File: src/rtl/master_port_if.sv
`default_nettype none
// ============================================================================
// Module   : master_port_if
// Desc     : Device-side request handshake and serial bus signals of the
//            master port, bundled with master (port) and slave (environment)
//            views.
// Revision : 1.0 - initial release
// ============================================================================
interface master_port_if #(
  parameter int ADDR_WIDTH = 12,
  parameter int DATA_WIDTH = 8
);
  // device request side
  logic                  dvalid;
  logic                  dmode;
  logic [ADDR_WIDTH-1:0] daddr;
  logic [DATA_WIDTH-1:0] dwdata;
  logic                  dready;
  logic [DATA_WIDTH-1:0] drdata;
  logic                  ddone;
  logic                  derr;
  // arbiter / serial bus side
  logic                  mbreq;
  logic                  mgrant;
  logic                  mwdata;
  logic                  mmode;
  logic                  mvalid;
  logic                  srdata;
  logic                  svalid;
  logic                  sready;
  logic                  ssplit;

  modport master (
    input  dvalid, dmode, daddr, dwdata, mgrant, srdata, svalid, sready, ssplit,
    output dready, drdata, ddone, derr, mbreq, mwdata, mmode, mvalid
  );

  modport slave (
    output dvalid, dmode, daddr, dwdata, mgrant, srdata, svalid, sready, ssplit,
    input  dready, drdata, ddone, derr, mbreq, mwdata, mmode, mvalid
  );
endinterface
`default_nettype wire

File: src/rtl/master_port.sv
`default_nettype none
// ============================================================================
// Module   : master_port
// Desc     : Serial bus master. Accepts one device request, arbitrates for the
//            bus, shifts the address (and write data) out LSB first, and for
//            reads collects the serial response with split and timeout support.
// Revision : 1.0 - initial release
// ============================================================================
module master_port #(
  parameter int ADDR_WIDTH = 12,
  parameter int DATA_WIDTH = 8,
  parameter int TIMEOUT    = 64
) (
  input  logic          clk,
  input  logic          rst,
  master_port_if.master bus
);

  localparam int C_MAXW  = (ADDR_WIDTH > DATA_WIDTH) ? ADDR_WIDTH : DATA_WIDTH;
  localparam int C_CNT_W = (C_MAXW > 1) ? $clog2(C_MAXW) : 1;
  localparam int C_TO_W  = (TIMEOUT > 1) ? $clog2(TIMEOUT) : 1;

  localparam logic [C_CNT_W-1:0] C_ADDR_LAST = C_CNT_W'(ADDR_WIDTH - 1);
  localparam logic [C_CNT_W-1:0] C_DATA_LAST = C_CNT_W'(DATA_WIDTH - 1);
  localparam logic [C_TO_W-1:0]  C_TO_LAST   = C_TO_W'(TIMEOUT - 1);

  typedef enum logic [2:0] {
    IDLE  = 3'd0,
    REQ   = 3'd1,
    ADDR  = 3'd2,
    WDATA = 3'd3,
    RWAIT = 3'd4,
    SPLIT = 3'd5,
    RDATA = 3'd6,
    DONE  = 3'd7
  } state_t;

  state_t                r_state;
  state_t                w_next;

  logic                  r_mode;
  logic [ADDR_WIDTH-1:0] r_addr;
  logic [DATA_WIDTH-1:0] r_wdata;
  logic [DATA_WIDTH-1:0] r_rword;
  logic [DATA_WIDTH-1:0] r_drdata;
  logic [C_CNT_W-1:0]    r_cnt;
  logic [C_TO_W-1:0]     r_tcnt;

  logic                  w_accept;
  logic                  w_cnt_clr;
  logic                  w_cnt_inc;
  logic                  w_tcnt_inc;
  logic                  w_rbit;
  logic                  w_rlast;
  logic [ADDR_WIDTH-1:0] w_addr_sh;
  logic [DATA_WIDTH-1:0] w_wdata_sh;
  logic [DATA_WIDTH-1:0] w_rword_nxt;

  // r_cnt selects the current serial bit for address, write data and read data
  assign w_addr_sh   = r_addr >> r_cnt;
  assign w_wdata_sh  = r_wdata >> r_cnt;
  assign w_rlast     = (r_cnt == C_DATA_LAST);
  // r_rword is cleared on acceptance, so OR-ing the new bit in assembles the word
  assign w_rword_nxt = r_rword | (DATA_WIDTH'(bus.srdata) << r_cnt);
  assign bus.drdata  = r_drdata;

  // state register
  always_ff @(posedge clk) begin
    if (rst) begin
      r_state <= IDLE;
    end else begin
      r_state <= w_next;
    end
  end

  // next-state, bus outputs and datapath strobes
  always_comb begin
    w_next      = r_state;
    w_accept    = 1'b0;
    w_cnt_clr   = 1'b0;
    w_cnt_inc   = 1'b0;
    w_tcnt_inc  = 1'b0;
    w_rbit      = 1'b0;
    bus.dready  = 1'b0;
    bus.ddone   = 1'b0;
    bus.derr    = 1'b0;
    bus.mbreq   = 1'b0;
    bus.mvalid  = 1'b0;
    bus.mmode   = 1'b0;
    bus.mwdata  = 1'b0;
    case (r_state)
      IDLE: begin
        bus.dready = 1'b1;
        if (bus.dvalid) begin
          w_accept = 1'b1;
          w_next   = REQ;
        end
      end
      REQ: begin
        bus.mbreq = 1'b1;
        if (bus.mgrant && bus.sready) begin
          w_cnt_clr = 1'b1;
          w_next    = ADDR;
        end
      end
      ADDR: begin
        bus.mbreq  = 1'b1;
        bus.mvalid = 1'b1;
        bus.mmode  = r_mode;
        bus.mwdata = w_addr_sh[0];
        if (r_cnt == C_ADDR_LAST) begin
          w_cnt_clr = 1'b1;
          w_next    = r_mode ? WDATA : RWAIT;
        end else begin
          w_cnt_inc = 1'b1;
        end
      end
      WDATA: begin
        bus.mbreq  = 1'b1;
        bus.mvalid = 1'b1;
        bus.mmode  = r_mode;
        bus.mwdata = w_wdata_sh[0];
        if (r_cnt == C_DATA_LAST) begin
          w_cnt_clr = 1'b1;
          w_next    = DONE;
        end else begin
          w_cnt_inc = 1'b1;
        end
      end
      RWAIT: begin
        bus.mbreq = 1'b1;
        // a response bit wins over a split, and both win over the timeout
        if (bus.svalid) begin
          w_rbit = 1'b1;
          w_next = w_rlast ? DONE : RDATA;
        end else if (bus.ssplit) begin
          w_next = SPLIT;
        end else if (r_tcnt == C_TO_LAST) begin
          bus.derr = 1'b1;
          w_next   = IDLE;
        end else begin
          w_tcnt_inc = 1'b1;
        end
      end
      SPLIT: begin
        // bus released and timeout frozen until the slave resumes
        if (bus.svalid) begin
          w_rbit = 1'b1;
          w_next = w_rlast ? DONE : RDATA;
        end
      end
      RDATA: begin
        bus.mbreq = 1'b1;
        if (bus.svalid) begin
          w_rbit = 1'b1;
          if (w_rlast) begin
            w_next = DONE;
          end
        end
      end
      DONE: begin
        bus.ddone = 1'b1;
        w_next    = IDLE;
      end
      default: begin
        w_next = IDLE;
      end
    endcase
  end

  // request latch, bit/timeout counters and read-word assembly
  always_ff @(posedge clk) begin
    if (rst) begin
      r_mode   <= 1'b0;
      r_addr   <= '0;
      r_wdata  <= '0;
      r_rword  <= '0;
      r_drdata <= '0;
      r_cnt    <= '0;
      r_tcnt   <= '0;
    end else begin
      if (w_accept) begin
        r_mode  <= bus.dmode;
        r_addr  <= bus.daddr;
        r_wdata <= bus.dwdata;
        r_rword <= '0;
        r_tcnt  <= '0;
      end
      if (w_cnt_clr) begin
        r_cnt <= '0;
      end else if (w_cnt_inc || (w_rbit && !w_rlast)) begin
        r_cnt <= r_cnt + C_CNT_W'(1);
      end
      if (w_tcnt_inc) begin
        r_tcnt <= r_tcnt + C_TO_W'(1);
      end
      if (w_rbit) begin
        r_rword <= w_rword_nxt;
        if (w_rlast) begin
          r_drdata <= w_rword_nxt;
        end
      end
    end
  end

endmodule
`default_nettype wire

File: src/flat_wrapper.sv
// flat-port wrapper written by rule: the top's interface ports become plain ports
module master_port_flat 
#(
  parameter int ADDR_WIDTH = 12,
  parameter int DATA_WIDTH = 8,
  parameter int TIMEOUT    = 64
)
  (clk, rst, bus_dvalid, bus_dmode, bus_daddr, bus_dwdata, bus_mgrant, bus_srdata, bus_svalid, bus_sready, bus_ssplit, bus_dready, bus_drdata, bus_ddone, bus_derr, bus_mbreq, bus_mwdata, bus_mmode, bus_mvalid);
  master_port_if #(.ADDR_WIDTH(ADDR_WIDTH), .DATA_WIDTH(DATA_WIDTH)) bus_i ();
  input  logic clk;
  input  logic rst;
  input wire logic [$bits(bus_i.dvalid)-1:0] bus_dvalid;
  input wire logic [$bits(bus_i.dmode)-1:0] bus_dmode;
  input wire logic [$bits(bus_i.daddr)-1:0] bus_daddr;
  input wire logic [$bits(bus_i.dwdata)-1:0] bus_dwdata;
  input wire logic [$bits(bus_i.mgrant)-1:0] bus_mgrant;
  input wire logic [$bits(bus_i.srdata)-1:0] bus_srdata;
  input wire logic [$bits(bus_i.svalid)-1:0] bus_svalid;
  input wire logic [$bits(bus_i.sready)-1:0] bus_sready;
  input wire logic [$bits(bus_i.ssplit)-1:0] bus_ssplit;
  output wire logic [$bits(bus_i.dready)-1:0] bus_dready;
  output wire logic [$bits(bus_i.drdata)-1:0] bus_drdata;
  output wire logic [$bits(bus_i.ddone)-1:0] bus_ddone;
  output wire logic [$bits(bus_i.derr)-1:0] bus_derr;
  output wire logic [$bits(bus_i.mbreq)-1:0] bus_mbreq;
  output wire logic [$bits(bus_i.mwdata)-1:0] bus_mwdata;
  output wire logic [$bits(bus_i.mmode)-1:0] bus_mmode;
  output wire logic [$bits(bus_i.mvalid)-1:0] bus_mvalid;
  assign bus_i.dvalid = bus_dvalid;
  assign bus_i.dmode = bus_dmode;
  assign bus_i.daddr = bus_daddr;
  assign bus_i.dwdata = bus_dwdata;
  assign bus_i.mgrant = bus_mgrant;
  assign bus_i.srdata = bus_srdata;
  assign bus_i.svalid = bus_svalid;
  assign bus_i.sready = bus_sready;
  assign bus_i.ssplit = bus_ssplit;
  assign bus_dready = bus_i.dready;
  assign bus_drdata = bus_i.drdata;
  assign bus_ddone = bus_i.ddone;
  assign bus_derr = bus_i.derr;
  assign bus_mbreq = bus_i.mbreq;
  assign bus_mwdata = bus_i.mwdata;
  assign bus_mmode = bus_i.mmode;
  assign bus_mvalid = bus_i.mvalid;
  master_port #(.ADDR_WIDTH(ADDR_WIDTH), .DATA_WIDTH(DATA_WIDTH), .TIMEOUT(TIMEOUT)) u_core (.clk(clk), .rst(rst), .bus(bus_i));
endmodule
File: config.mk
export PLATFORM = sky130hd
export DESIGN_NAME = master_port_flat
export DESIGN_NICKNAME = d
export VERILOG_FILES = /design/src/rtl/master_port_if.sv /design/src/rtl/master_port.sv /design/src/flat_wrapper.sv
export SDC_FILE = /design/constraint.sdc
export NUM_CORES = 1
export LEC_CHECK = 0
export CAP_MARGIN = 20
export CORE_MARGIN = 4
export CORE_UTILIZATION = 55
export DETAILED_ROUTE_END_ITERATION = 10
export GPL_ROUTABILITY_DRIVEN = 0
export PLACE_DENSITY = 0.83
export SLEW_MARGIN = 20
export SYNTH_ARGS = -nofsm -noshare
export SYNTH_HDL_FRONTEND = slang
export SYNTH_SLANG_ARGS = --single-unit
export TNS_END_PERCENT = 30
File: constraint.sdc
create_clock -name clk -period 6.44 [get_ports clk]
set_clock_uncertainty 0.15 [all_clocks]
set_input_delay 1.932 -clock clk [delete_from_list [all_inputs] [get_ports clk]]
set_output_delay 1.932 -clock clk [all_outputs]
set_load 0.005 [all_outputs]
==> results of run 1 <==
-- per-stage QoR --
stage	hold slack (ns)	utilization
floorplan	0.2831	-
global placement	0.2925	0.6600
detailed placement	0.2963	0.6600
CTS	0.3082	0.6791
global route	0.3256	0.6791
finish	0.3070	0.6791
-- state kept, by name, summed over array words and instances (netlist names) --
signal and cells:
u_core.r_tcnt 6, u_core.r_rword 8, u_core.bus.drdata 8, u_core.r_cnt 4, u_core.r_wdata 8, u_core.r_mode 1, u_core.r_addr 12, u_core.r_state 3
-- cell families after synthesis --
kind of cell,share of synthesized area
AND/OR/NAND/NOR,0.2941
multiplexers,0.04383
buffers and inverters,0.04995
adder cells (fa/ha/maj),0.01019
XOR/XNOR,0.01071
AO/OA/AOI/OAI,0.1835
flip-flops,0.4077
-- cell usage after synthesis, drive strengths merged, types with 3 or more instances --
cell,instances,area share
nand2,53,0.081
dfxtp,50,0.41
nor2,48,0.074
a21oi,36,0.073
nor3,16,0.033
buf,11,0.030
clkbuf,8,0.012
a22oi,7,0.023
nand3,6,0.012
nand3b,6,0.018
o21ai,6,0.012
inv,5,0.0076
a31oi,4,0.010
mux2i,4,0.016
a211oi,3,0.0092
mux4,3,0.028
nor2b,3,0.0076
o211ai,3,0.017
xnor2,3,0.011
-- layer usage --
metal  vias to the layer above  track usage  share of wire
met5                         -            0              0
met4                         0      0.05138          0.010
met3                         6      0.04806          0.060
met2                        59       0.3454           0.48
met1                      1036       0.2365           0.45
li1                       1132            -              -
-- worst max-delay path, delay by kind of cell --
kind	cells	cell delay, ns
AND/OR/NAND/NOR	3	0.79
buffers and inverters	2	1.05
-- power groups by stage --
stage | clock (mW) | sequential [mW] | combinational, mW
6_report | 0.175 | 0.399 | 0.264
4_1_cts | 0.180 | 0.398 | 0.265
5_1_grt | 0.192 | 0.406 | 0.298
3_5_place_dp | 0 | 0.406 | 0.264
2_1_floorplan | 0 | 0.369 | 0.232
3_3_place_gp | 0 | 0.404 | 0.259
-- layout make-up --
type,count,area share
timing repair buffer,44,0.1491
inverter,5,0.006391
sequential,50,0.3409
multi-input combinational,233,0.4533
clock inverter,2,0.004687
tap,52,0.02216
clock buffer,5,0.02343
-- worst max path at each step --
| stage | end | cells past startpoint |
|---|---|---|
| 2_1_floorplan | bus_derr | 3 |
| 3_3_place_gp | bus_derr | 5 |
| 3_5_place_dp | bus_derr | 5 |
| 4_1_cts | bus_derr | 5 |
| 5_1_grt | bus_derr | 5 |
| 6_report | bus_derr | 5 |
==> flow_metrics.tcl, run 1 <==
set metrics [dict create \
    grt_pass1_wl_um 8631 \
    clock_sinks 50 \
    fin_cells 391 \
    yosys_warnings 0 \
    drtIter0Drc 201 \
    die_x_um 74.81 \
    fin_area_um2 2937 \
    vias_per_cell 5.711 \
    rows 24 \
    yosysSeqAreaShare 0.4077 \
    regArea_um2 1001 \
    drcViolationCount 0 \
    fin_crit_sh 0.9098 \
    drive_above_1_share 0.06785 \
    seq_power_share 0.476 \
    min_period_ns 5.859 \
    n_antenna_cell 0 \
    finalSetupViolCount 0 \
    dp_slack_ns 0.5788 \
    pwr-share-comb 0.315 \
    die_y_um 74.81 \
    final_cell_mix "nand2_1, dfxtp_1, nor2_1" \
    hold_depth 2 \
    tightest_slew_ns 1.049 \
    reg2reg_from "u_core.r_state[2]" \
    antenna_found_initial 0 \
    critPathSlowestCell "clkdlybuf4s50_1" \
    synth_fp_nets 338 \
    dieArea_um2 5597 \
    netlist_instances 307 \
    post_synth_num_cell_types 53 \
    nNetsFinal 370 \
    tns_ns 0 \
    crit_fanout 5 \
    core_area_um2 4324 \
    tritoncts "done" \
    ys.flop_type "dfxtp_1" \
    arrival_ns 3.78 \
    cts.htree.levels 2 \
    cap_violations 0 \
    setup_slack_ns 0.5807 \
    clockBufferDepth 2 \
    post_dp_cell_area_um2 2854 \
    whs_endpoint "u_core.r_wdata[6]" \
    numCtsBuffers 5 \
    clk_latency_ns 0.30 \
    hold_violations 0 \
    io_buffers 43 \
    power_density_nw_per_um2 285.5 \
    p_switching_uw 294.3 \
    gr-total-overflow 0 \
    fmax_mhz 170.7 \
    worstPathRequired_ns 4.36 \
    ff2ff_setup_slack_ns 3.71 \
    ant_nets 0 \
    final_common_cell "nand2_1" \
    grt_max_degree 48 \
    hold_class "register to register" \
    relSlewSlack 0.2989 \
    multi_input_area_um2 1331 \
    avgSynthCellArea_um2 7.996 \
    area_growth_pct 19.62 \
    swShare 0.3511 \
    wl_per_cell_um 13.34 \
    critPathMaxStageDelay_ns 0.53 \
    power_uw 838.2 \
    slew_violations 0 \
    clock_power_share 0.209 \
    grt_pass1_vias 2000 \
    first_pass_iters 4 \
    postCtsSetupBuffers 0 \
    rsz0062_at_grt "no" \
    r2r_end "u_core.r_tcnt[4]" \
    leakage_nw 1.022 \
    cp_cell_sequence "clkdlybuf4s50_1, nor4_4, nand2_1, nor3_1, clkdlybuf4s50_1" \
    hold_path_startpoint "u_core.r_wdata[6]" \
    cts_root_buf "clkbuf_8" \
    synth_area_um2 2455 \
    dp_hpwl_um 3658 \
    cts_hold_buf 0 \
    status "complete, no violations" \
    dpl.cell_count 384 \
    crit_type "input pin to output pin" \
    wl_um 5217 \
    yosys_register_bits 50 \
    floorplan.initialDensity 0.5677 \
    reg2regPathDepth 5 \
    worst_path_most_repeated_cell "clkdlybuf4s50_1" \
    synth_edf_count 0 \
    cts_resized 0 \
    asyncSetResetFlopFracSynth 0 \
    critical_path.startpoint "bus_svalid" \
    vias 2233 \
    p_int_uw 543.9 \
    path_clk_slew_ns 0.08 \
    ios 44 \
    cp-start-kind "input pin" \
    peakVddDrop_mv 0.1543 \
    nFillCells 367 \
    end_kind "output pin" \
    grt_util_all_layers 0.1951 \
]
Power figures use the tool's default switching activity.
==> run 2: changes to the inputs <==
Settings changed: CTS_CLUSTER_DIAMETER set to 120.
==> results of run 2 <==
Same layout as run 1: the final DEF is identical, and so are final timing and power.
==> run 3: changes to the inputs <==
Settings changed: CORE_ASPECT_RATIO set to 0.6.
==> flow_metrics.tcl, run 3 (synthesis results as in run 1) <==
set metrics [dict create \
    status "complete, no violations" \
    cts_root_buf "clkbuf_8" \
    grt_pass1_vias 2080 \
    ant_nets 0 \
    final_common_cell "nand2_1" \
    grt_max_degree 48 \
    rows 18 \
    antenna_found_initial 0 \
    core_area_um2 4212 \
    die_x_um 94.25 \
    ios 44 \
    postCtsSetupBuffers 0 \
    hold_violations 0 \
    critical_path.startpoint "bus_svalid" \
    floorplan.initialDensity 0.5829 \
    grt_util_all_layers 0.2178 \
    drtIter0Drc 195 \
    n_antenna_cell 0 \
    largest_register_ffs 12 \
    wl_um 5814 \
    crit_type "input pin to output pin" \
    grt_pass1_wl_um 9577 \
    slew_violations 0 \
    post-route-util 0.7032 \
    clock_sinks 50 \
    cts_hold_buf 0 \
    finalSetupViolCount 0 \
    vias 2254 \
    cts.htree.levels 2 \
    fin_crit_sh 0.9101 \
    gr-total-overflow 0 \
    hold_path_startpoint "u_core.r_addr[7]" \
    largest-register "u_core.r_addr" \
    io_buffers 43 \
    numCtsBuffers 5 \
    crit_fanout 5 \
    ff2ff_setup_slack_ns 3.95 \
    nNetsFinal 371 \
    end_kind "output pin" \
    drcViolationCount 0 \
    wl_per_cell_um 14.54 \
    reg2reg_from "u_core.r_state[2]" \
    final_cell_mix "nand2_1, dfxtp_1, nor2_1" \
    fin_area_um2 2962 \
    cp-start-kind "input pin" \
    tightest_slew_ns 0.8147 \
    hold_class "register to register" \
    fin_cells 400 \
    cap_violations 0 \
    clk_latency_ns 0.30 \
    tritoncts "done" \
    cts_resized 0 \
    power_density_nw_per_um2 289.9 \
    leakage_nw 1.030 \
    dieArea_um2 5631 \
    post_dp_cell_area_um2 2864 \
    rsz0062_at_grt "no" \
    die_y_um 59.75 \
    area_growth_pct 20.64 \
    drive_above_1_share 0.07059 \
    min_period_ns 5.861 \
    holdWs_ns 0.3097 \
    dpl.cell_count 392 \
    clockBufferDepth 2 \
    dp_hpwl_um 4110 \
    first_pass_iters 4 \
    worstPathRequired_ns 4.36 \
    fmax_mhz 170.6 \
    tns_ns 0 \
    relSlewSlack 0.4561 \
    arrival_ns 3.78 \
    peakVddDrop_mv 0.1772 \
    vias_per_cell 5.635 \
    path_clk_slew_ns 0.09 \
]
[run 3: cell type report]
class / count / area (µm²)
Multi-Input combinational cell: 233 / 1331
Timing Repair Buffer: 45 / 452.9
Sequential cell: 50 / 1001
Clock buffer: 5 / 68.82
Fill cell: 361 / 1250
Tap cell: 60 / 75.07
Inverter: 5 / 18.77
Clock inverter: 2 / 13.76
[run 3: worst paths after layout]
| path | end | cells after the start |
|---|---|---|
| max | bus_derr | 5 |
| min reg2reg | u_core.r_addr[7] | 2 |
| min | u_core.r_addr[7] | 2 |
| max reg2reg | u_core.r_tcnt[2] | 5 |
[run 3: critical path: stages]
cell,delay [ns]
clkdlybuf4s50_1,0.51
nor4_4,0.44
nand2_1,0.15
nor3_1,0.22
clkdlybuf4s50_1,0.52
[run 3: routing by layer]
layer / part of all wire / global-route usage / vias to the layer above
met1: 0.51 / 0.3207 / 1041
met5: 0 / 0 / -
met3: 0.071 / 0.04906 / 5
met2: 0.41 / 0.3185 / 71
met4: 0.0072 / 0.06379 / 0
li1: - / - / 1137
[run 3: power by group]
part           leakage [nW]  internal, mW  switching [mW]
Combinational         0.579         0.132           0.146
Sequential            0.406         0.343          0.0586
Clock                0.0444        0.0752           0.103
[run 3: through the flow]
stage / power [mW] / worst slack [ns]
3_3_place_gp: 0.6679 / 0.5977
3_5_place_dp: 0.6747 / 0.5610
6_report: 0.8584 / 0.5792
2_1_floorplan: 0.6002 / 1.745
5_1_grt: 0.9145 / 0.4057
4_1_cts: 0.8505 / 0.5613
==> patch (config.mk and constraints of run 2) <==
The 8 states of `state_t` get a Gray code encoding in 3 bits.
--- a/src/rtl/master_port.sv
+++ b/src/rtl/master_port.sv
@@ -27,10 +27,10 @@
   typedef enum logic [2:0] {
-    IDLE  = 3'd0,
-    REQ   = 3'd1,
-    ADDR  = 3'd2,
-    WDATA = 3'd3,
-    RWAIT = 3'd4,
-    SPLIT = 3'd5,
-    RDATA = 3'd6,
-    DONE  = 3'd7
+    IDLE  = 3'b000,
+    REQ   = 3'b001,
+    ADDR  = 3'b011,
+    WDATA = 3'b010,
+    RWAIT = 3'b110,
+    SPLIT = 3'b111,
+    RDATA = 3'b101,
+    DONE  = 3'b100
   } state_t;
Function: same outputs for any inputs over 10 cycles, from zero or initial values and one cycle with rst high; not proved beyond that.
==> patch against run 2 <==
  * Area after synthesis decreased by 2.0%
  * Sequential cell count unchanged
  * Cell area decreased by 0.64%
  * Routed wire length decreased by 1.4%
  * Non-clock buffer count unchanged
  * Worst setup slack got worse by 13 ps
  * Synthesized cell count decreased by 5.2%
  * Power increased by 0.70%
  * Die area decreased by 1.8%
  * Critical endpoint unchanged
  * Largest power group unchanged
==> patch: results (changes against run 2) <==
Final layout
The proportion of layout cells with a drive suffix above 1 is 5.280% (was 6.785%). The number of nets in the layout is 352 (was 370).

Detailed routing
The number of design rule violations left after detail routing was 0 (unchanged). The count of vias placed by the detailed router was 2123 (was 2233). The starting DRC count in detailed routing is 195 (was 201).

The routed wire length came to 5.143 mm (was 5.217 mm).

Pwr
The cell leakage power is 1.015 nW (was 1.022 nW). The worst vdd rail ir drop came to 0.0001674 V (was 0.0001543 V). The net switching fraction of the power came to 32.06% (was 35.11%).

Setup path
The signal arrival time at the worst endpoint was 3790 ps (was 3780 ps). The largest stage delay on the critical path was 500 ps (was 530 ps).

STA
The relative slew slack is 38.57% (was 29.89%). The final-layout setup total negative slack came to 0 ps (unchanged).

Global route
The overall track demand over capacity in global routing was 20.24% (was 19.51%). The number of global-route vias before repair is 1908 (was 2000). The first-pass GRT wire length is 8.763 mm (was 8.631 mm).

Place
The total half-perimeter wirelength after legalization and detailed placement is 3.640 mm (was 3.658 mm). The number of buffers added on ports was 43 (unchanged).

Outcome
Outcome: finished, final reports clean (unchanged).

Clocking
The number of buffers on the longest clock path is 2 (unchanged). The clock-pin slew of the registers on the worst-case setup and hold paths is 80 ps (about the same).

Yosys
Biggest area contributors in the synthesized netlist: sky130_fd_sc_hd__dfxtp_1 (42%), sky130_fd_sc_hd__nand2_1 (7.3%), sky130_fd_sc_hd__a21oi_1 (6.7%) (was sky130_fd_sc_hd__dfxtp_1 (41%), sky130_fd_sc_hd__nand2_1 (8.1%), sky130_fd_sc_hd__a21oi_1 (7.3%)). The number of different library cells in the post-synthesis netlist is 44 (was 53). Most frequent cells after synthesis: sky130_fd_sc_hd__dfxtp_1 (50), sky130_fd_sc_hd__nand2_1 (47), sky130_fd_sc_hd__nor2_1 (39) (was sky130_fd_sc_hd__nand2_1 (53), sky130_fd_sc_hd__dfxtp_1 (50), sky130_fd_sc_hd__nor2_1 (47)). The synthesized net count is 322 (was 338). The register area share after synthesis came to 41.60% (was 40.77%).
## patch: cell types whose count changed after synthesis, moves of 4 or more
cell,before,now
sky130_fd_sc_hd__nand2_1,53,47
sky130_fd_sc_hd__a21oi_1,36,32
sky130_fd_sc_hd__nor3_1,16,4
sky130_fd_sc_hd__o21ai_0,6,11
sky130_fd_sc_hd__clkbuf_1,8,12
sky130_fd_sc_hd__o22ai_1,0,6
sky130_fd_sc_hd__nor2_1,47,39
## patch: stage by stage
step / instances / utilization [%] / setup slack [ps] / total power [mW] / area, sq um
detailed placement: 364 / 68.32 / 568.0 / 0.6366 / 2811
global route: 372 / 70.90 / 466.5 / 0.8968 / 2918
CTS: 372 / 70.90 / 566.4 / 0.8481 / 2918
global placement: 364 / 68.32 / 603.4 / 0.6285 / 2811
floorplan: 291 / - / 1585 / 0.5652 / 2406
finish: 372 / 70.90 / 567.6 / 0.8441 / 2918
## patch: cell type report
type | count | area, sq um
Clock buffer | 7 | 76.32
Tap cell | 50 | 62.56
Clock inverter | 1 | 30.03
Sequential cell | 50 | 1001
Multi-Input combinational cell | 217 | 1299
Fill cell | 360 | 1197
Inverter | 3 | 11.26
Timing Repair Buffer | 44 | 437.9
## patch: path summary, 6_finish.rpt
kind                      from  slack [ps]  cells after the start              endpoint
max reg2reg    u_core.r_cnt[0]        3800                      6  u_core.bus.drdata[6]
max                 bus_svalid         570                      5              bus_derr
min reg2reg  u_core.r_addr[11]         310                      2     u_core.r_addr[11]
min          u_core.r_addr[11]         310                      2     u_core.r_addr[11]
## patch: per-layer routing
| layer | global-route usage [%] | part of all wire, % |
|---|---|---|
| met3 | 3.784 | 4.5 |
| met5 | 0 | 0 |
| met4 | 6.036 | 1.2 |
| met2 | 32.58 | 48 |
| met1 | 27.72 | 46 |
## patch: logic make-up after synthesis
family / share of synthesized area, %
buf+inv: 4.420
fa+ha+maj: 1.040
simple gates: 24.18
mux: 7.436
flops: 41.60
compound gates: 20.23
xor+xnor: 1.092
## patch: power by group through the flow
stage | sequential (mW) | clock [mW] | combinational (mW)
after floorplan | 0.368 | 0 | 0.197
after global placement | 0.400 | 0 | 0.229
after detailed placement | 0.403 | 0 | 0.234
after CTS | 0.396 | 0.216 | 0.235
after global routing | 0.405 | 0.228 | 0.263
final | 0.397 | 0.213 | 0.234
## patch: worst max-delay path: cells and delay by family
family        cells  cell delay [ps]
buf+inv           2              970
simple gates      3              880
